`config.mk`:
```
export PLATFORM = sky130hd
export DESIGN_NAME = fetch_stage
export DESIGN_NICKNAME = d
export VERILOG_FILES = /design/src/rtl/fetch_stage_pkg.sv /design/src/rtl/fetch_stage_if_id.sv /design/src/rtl/fetch_stage.sv
export SDC_FILE = /design/constraint.sdc
export NUM_CORES = 1
export LEC_CHECK = 0
export CELL_PAD_IN_SITES_DETAIL_PLACEMENT = 0
export CELL_PAD_IN_SITES_GLOBAL_PLACEMENT = 2
export CORE_UTILIZATION = 25
export CTS_BUF_LIST = sky130_fd_sc_hd__clkbuf_4 sky130_fd_sc_hd__clkbuf_8
export DETAILED_ROUTE_END_ITERATION = 8
export PLACE_DENSITY_LB_ADDON = 0.1
export SYNTH_ARGS = -nofsm -noshare
export SYNTH_HDL_FRONTEND = slang
export SYNTH_SLANG_ARGS = --single-unit
```
`constraint.sdc`:
```
create_clock -name clk -period 2.35 [get_ports clk]
set_input_delay 0.235 -clock clk [delete_from_list [all_inputs] [get_ports clk]]
set_output_delay 0.235 -clock clk [all_outputs]
set_load 0.1 [all_outputs]
```
`src/rtl/fetch_stage_pkg.sv`:
```
// fetch_stage_pkg: shared constants, fetch FSM states and IF/ID payload layout
package fetch_stage_pkg;
  localparam logic [31:0] RESET_PC_DEFAULT = 32'hBFC0_0000;
  typedef enum logic [1:0] {
    FS_REQ  = 2'd0,
    FS_WAIT = 2'd1,
    FS_HOLD = 2'd2
  } fs_state_e;
  typedef struct packed {
    logic        valid;
    logic [31:0] pc;
    logic [31:0] instr;
  } ifid_t;
endpackage

```
`src/rtl/fetch_stage_if_id.sv`:
```
// if_id_reg: IF/ID pipeline register {validD, pcD, instrD} with load enable and sync clear
module if_id_reg
  import fetch_stage_pkg::*;
(
  input  logic  clk,
  input  logic  rst,
  input  logic  en_i,
  input  logic  clr_i,
  input  ifid_t d_i,
  output ifid_t q_o
);
  ifid_t q_q;
  always_ff @(posedge clk) begin
    if (rst || clr_i) q_q <= '0;
    else if (en_i) q_q <= d_i;
  end
  assign q_o = q_q;
endmodule

```
`src/rtl/fetch_stage.sv`:
```
// fetch_stage: single-outstanding instruction fetch with redirect/exception handling feeding IF/ID
module fetch_stage
  import fetch_stage_pkg::*;
#(
  parameter logic [31:0] RESET_PC = RESET_PC_DEFAULT
) (
  input  logic        clk,
  input  logic        rst,
  input  logic        stallD,
  input  logic        redirect_valid,
  input  logic [31:0] redirect_pc,
  input  logic        exc_valid,
  input  logic [31:0] exc_pc,
  output logic        inst_req,
  output logic [31:0] inst_addr,
  input  logic        inst_addr_ok,
  input  logic        inst_data_ok,
  input  logic [31:0] inst_rdata,
  output logic [31:0] instrD,
  output logic [31:0] pcD,
  output logic        validD
);
  fs_state_e   state_q, state_d;
  logic [31:0] pc_q, pc_d, req_pc_q, req_pc_d, pend_pc_q, pend_pc_d;
  logic [31:0] hold_instr_q, hold_instr_d, hold_pc_q, hold_pc_d;
  logic        pend_valid_q, pend_valid_d, discard_q, discard_d;
  logic        load, clr, redir;
  ifid_t       ifid_d, ifid_q;
  assign redir     = redirect_valid && !stallD;
  assign inst_req  = !rst && state_q == FS_REQ;
  assign inst_addr = {pc_q[31:2], 2'b00};
  always_comb begin
    state_d      = state_q;
    pc_d         = pc_q;
    req_pc_d     = req_pc_q;
    pend_valid_d = pend_valid_q;
    pend_pc_d    = pend_pc_q;
    discard_d    = discard_q;
    hold_instr_d = hold_instr_q;
    hold_pc_d    = hold_pc_q;
    load         = 1'b0;
    ifid_d       = '{valid: 1'b1,
                     pc:    state_q == FS_HOLD ? hold_pc_q : req_pc_q,
                     instr: state_q == FS_HOLD ? hold_instr_q : inst_rdata};
    case (state_q)
      FS_REQ: begin
        if (inst_addr_ok) begin
          req_pc_d     = pc_q;
          pc_d         = redir ? redirect_pc : pend_valid_q ? pend_pc_q : pc_q + 32'd4;
          pend_valid_d = 1'b0;
          state_d      = FS_WAIT;
        end else if (redir) begin
          // delay slot not yet issued: remember the target until it is
          pend_valid_d = 1'b1;
          pend_pc_d    = redirect_pc;
        end
      end
      FS_WAIT: begin
        if (redir) pc_d = redirect_pc;
        if (inst_data_ok) begin
          if (discard_q) begin
            discard_d = 1'b0;
            state_d   = FS_REQ;
          end else if (!stallD) begin
            load    = 1'b1;
            state_d = FS_REQ;
          end else begin
            hold_instr_d = inst_rdata;
            hold_pc_d    = req_pc_q;
            state_d      = FS_HOLD;
          end
        end
      end
      FS_HOLD: begin
        if (redir) pc_d = redirect_pc;
        if (!stallD) begin
          load    = 1'b1;
          state_d = FS_REQ;
        end
      end
      default: state_d = FS_REQ;
    endcase
    if (exc_valid) begin
      // anything accepted but not yet returned must be swallowed when it arrives
      pc_d         = exc_pc;
      pend_valid_d = 1'b0;
      load         = 1'b0;
      discard_d    = (state_q == FS_REQ && inst_addr_ok) || (state_q == FS_WAIT && !inst_data_ok);
      state_d      = discard_d ? FS_WAIT : FS_REQ;
    end
  end
  assign clr = exc_valid || (!stallD && !load);
  always_ff @(posedge clk) begin
    if (rst) begin
      state_q      <= FS_REQ;
      pc_q         <= RESET_PC;
      req_pc_q     <= '0;
      pend_valid_q <= 1'b0;
      pend_pc_q    <= '0;
      discard_q    <= 1'b0;
      hold_instr_q <= '0;
      hold_pc_q    <= '0;
    end else begin
      state_q      <= state_d;
      pc_q         <= pc_d;
      req_pc_q     <= req_pc_d;
      pend_valid_q <= pend_valid_d;
      pend_pc_q    <= pend_pc_d;
      discard_q    <= discard_d;
      hold_instr_q <= hold_instr_d;
      hold_pc_q    <= hold_pc_d;
    end
  end
  if_id_reg u_if_id (
    .clk  (clk),
    .rst  (rst),
    .en_i (load),
    .clr_i(clr),
    .d_i  (ifid_d),
    .q_o  (ifid_q)
  );
  assign validD = ifid_q.valid;
  assign pcD    = ifid_q.pc;
  assign instrD = ifid_q.instr;
endmodule

```
==> results.md <==
- Status: finished with violations
- Failing checks: design-rule violations
- Final antenna-violating net count: 0
- Cell row count: 74
- Critical path required time: 2.81 ns
- Final Hold Violating Endpoints: 0
- Post-synth cell types: 69
- Non-filler cells, final: 2087
- H-tree levels: 2
- Top cells by area, synth: dfxtp_1 (44%), nand2_1 (11%), a21oi_1 (7.4%), mux2i_1 (6.5%), a211oi_1 (4.9%)
- Die Ht: 207 um
- Nets@finish: 1628
- DR vias/cell: 4.71
- Number of remaining DRC errors: 16
- Most used DFF post-synth: dfxtp_1
- Clock latency on the worst-skew pair: 0.61 ns
- Ports: 201
- Cell area after synthesis: 10500 sq um
- Leakage: 4.95 nW
- Max_cap viols: 0
- Setup violators final: 0
- DR vias: 9834
- Number of CTS-inserted buffers: 46
- Crit Path Class: reg2reg
- Post-CTS Setup Repair Bufs: 0
- Core Area: between 40000 and 50000 sq um
- R2r setup slk: slightly above 0.1 ns
- Mapped Cells: 1316
- First-pass GRT wire length: 59200 um
- R2R Path Start: state_q[0]$_SDFFE_PP0P_
- Dominant cell type by area after synthesis: dfxtp_1
- Fraction of registers with async set or reset after synthesis: 0%
- Maximum VDD drop: 316 uV
- Flops & latches, synth: around 230
- Hold path startpoint: rst
- Sequential element share of the synthesized area: 43.8%
- Fin crit share: 95.7%
- CP Launch Type: flip-flop
- DR pass1 iterations: 7
- Hold WC Path Type: in2reg
- Starting Density: between 20% and 30%
- Die area: 42700 sq um
- WL per Instance: around 19 um
- CTS Root Buffer Type: clkbuf_8
- Power Dens Cells: 726 nW/um^2
- Drt total wl: just under 40000 um
- Vias in the first global route: 9465
- Max Fclk: 445 MHz
- Measured slew at the worst slew-check pin: about 0.68 ns
- Initial DRC Count: 652
- Hold_buf cts: 0
- Gr ovfl total: 0
- RR Endpoint: pc_q[6]$_SDFFE_PP0P_
- Post-synth top cells: nand2_1 (311), dfxtp_1 (229), a21oi_1 (154)
- GP Congestion: 0.767
- R2R cell count: 8
- Min Tclk post-route: 2.25 ns
- Skew final: approximately 0.026 ns
- Crit. End Element: flip-flop
- Antenna Cells: 0
- Max Slew Vio Count: 0
- Fill count: 4440
- Most instantiated library cell after synthesis: nand2_1
- Worst-path clk slew: 0.05 ns
- Hold path cells: 5
- GRT Overall Usage: 18.2%
- Area grow syn2layout: 34.2%
- Synth Area per Inst: about 8.0 sq um
- Share of cells above drive strength 1: a little under a fifth
- Initial antenna violation count: 0
- Clk buf depth: 3
- Worst slew margin: 54.7%
- DIE WIDTH: 207 um
- WHS Endpoint: u_if_id.q_o[64]$_SDFFE_PP0P_
- Power, Total: 10.2 mW
- Unrepaired setup endpoints after global routing: false
- # port buffers: slightly below 200
- Crit path max fanout: 8
- EDFF count, synth: 0
- # placed instances: around 2000
- Crit path DAT: 2.71 ns
- Yosys top cell area share: 43.8%
- TritonCTS clock tree: done
- Largest net degree at the start of global routing: approximately 120
- Hpwl dp: around 27000 um
- Clk sinks: between 200 and 250
- Yosys warning count: 0
-- kinds of logic after synthesis --
family	count (synthesis)	share of synthesized area [%]
flops	229	43.8
compound gates	344	20.7
mux	69	6.61
simple gates	512	20.9
buf+inv	148	6.67
xor+xnor	9	0.753
fa+ha+maj	4	0.478
other cells	1	0.0358
-- what timing repair did --
| action | in CTS | in global routing |
|---|---|---|
| endpoints found under the hold margin | 0 | 0 |
| gates resized for setup | 0 | 3 |
| endpoints found under the setup margin | 0 | 8 |
-- worst max-delay path, cell delays in order (launching register included) --
cell and delay (ns):
dfxtp_1 0.35, inv_1 0.10, ha_1 0.35, mux2_4 0.36, a21boi_2 0.20, buf_4 0.19, or3_2 0.40, o21ai_0 0.08
a311oi_1 0.07
-- through the flow --
| stage | cell area [sq um] | utilization [%] | setup WS [ns] | hold WS [ns] | TNS (ns) |
|---|---|---|---|---|---|
| floorplan | 10500 | - | 0.0696 | 0.331 | 0 |
| global placement | 13100 | 31.8 | -0.108 | 0.441 | -0.269 |
| detailed placement | 13100 | 31.8 | -0.0650 | 0.446 | -0.132 |
| CTS | 14000 | 34.1 | 0.0360 | 0.0548 | 0 |
| global route | 14000 | 34.2 | 0.00665 | 0.101 | 0 |
| finish | 14000 | 34.2 | 0.102 | 0.0998 | 0 |
-- cell type report --
| class | instances | area, sq um | share of cell area [%] |
|---|---|---|---|
| clock buffers | 79 | 918 | 6.54 |
| inverters | 12 | 45.0 | 0.321 |
| clock inverters | 3 | 23.8 | 0.169 |
| multi-input cells | 940 | 5240 | 37.3 |
| flip-flops and latches | 229 | 4580 | 32.6 |
| repair buffers | 292 | 2570 | 18.3 |
| well taps | 532 | 666 | 4.74 |
-- worst max path at each step --
stage / start / to / slack, ns
6_report: state_q[0]$_SDFFE_PP0P_ / pc_q[6]$_SDFFE_PP0P_ / 0.10
3_3_place_gp: stallD / pc_q[13]$_SDFFE_PP0P_ / -0.11
3_5_place_dp: stallD / pc_q[13]$_SDFFE_PP0P_ / -0.06
2_1_floorplan: rst / inst_req / 0.07
5_1_grt: state_q[0]$_SDFFE_PP0P_ / pc_q[6]$_SDFFE_PP0P_ / 0.007
4_1_cts: state_q[0]$_SDFFE_PP0P_ / pc_q[13]$_SDFFE_PP0P_ / 0.04
-- routing by layer --
layer | wire length [um] | GRT usage (%) | vias up | share of wire (%)
li1 | - | - | 4991 | -
met1 | 19600 | 26.7 | 4533 | 50
met2 | 16700 | 26.6 | 250 | 43
met3 | 2050 | 3.17 | 60 | 5.2
met4 | 806 | 5.62 | 0 | 2.1
met5 | 0 | 0 | - | 0
-- flip-flops by register name (all words and copies together) (netlist names) --
name and count:
discard_q 1, hold_instr_q 32, hold_pc_q 32, pc_q 32, pend_pc_q 32, pend_valid_q 1
req_pc_q 32, state_q 2, u_if_id.q_o 65
-- power breakdown --
part / switching, mW / internal, mW / leakage, nW / total, mW
Combinational: 1.19 / 0.618 / 2.59 / 1.80
Clock: 1.83 / 2.44 / 0.503 / 4.26
Sequential: 0.117 / 4.02 / 1.86 / 4.13
Total: 3.13 / 7.07 / 4.95 / 10.2
-- placed cells by master, fill, tap and decap left out, types with 4 or more instances in the layout --
master	synthesis	final
dfxtp_1	229	229
a22oi_1	4	4
nand3_1	23	23
clkbuf_8	0	52
a31oi_1	11	11
o21ai_0	29	28
nand4_1	15	15
inv_1	10	10
buf_4	32	180
o211ai_1	11	11
clkbuf_4	0	27
nor2_1	101	100
a31o_1	8	8
mux2i_1	68	68
a32o_1	4	4
a211oi_1	69	69
a21o_1	7	7
xnor2_1	4	4
xor2_1	5	5
clkdlybuf4s50_1	0	100
buf_12	0	10
a22o_1	5	5
nand2_1	311	310
nor4_1	10	8
and2_1	5	5
a211o_1	4	4
a21oi_1	154	153
o31ai_1	6	6
nor3_1	18	18
or3_1	7	7
(Power assumes the default switching activity.)
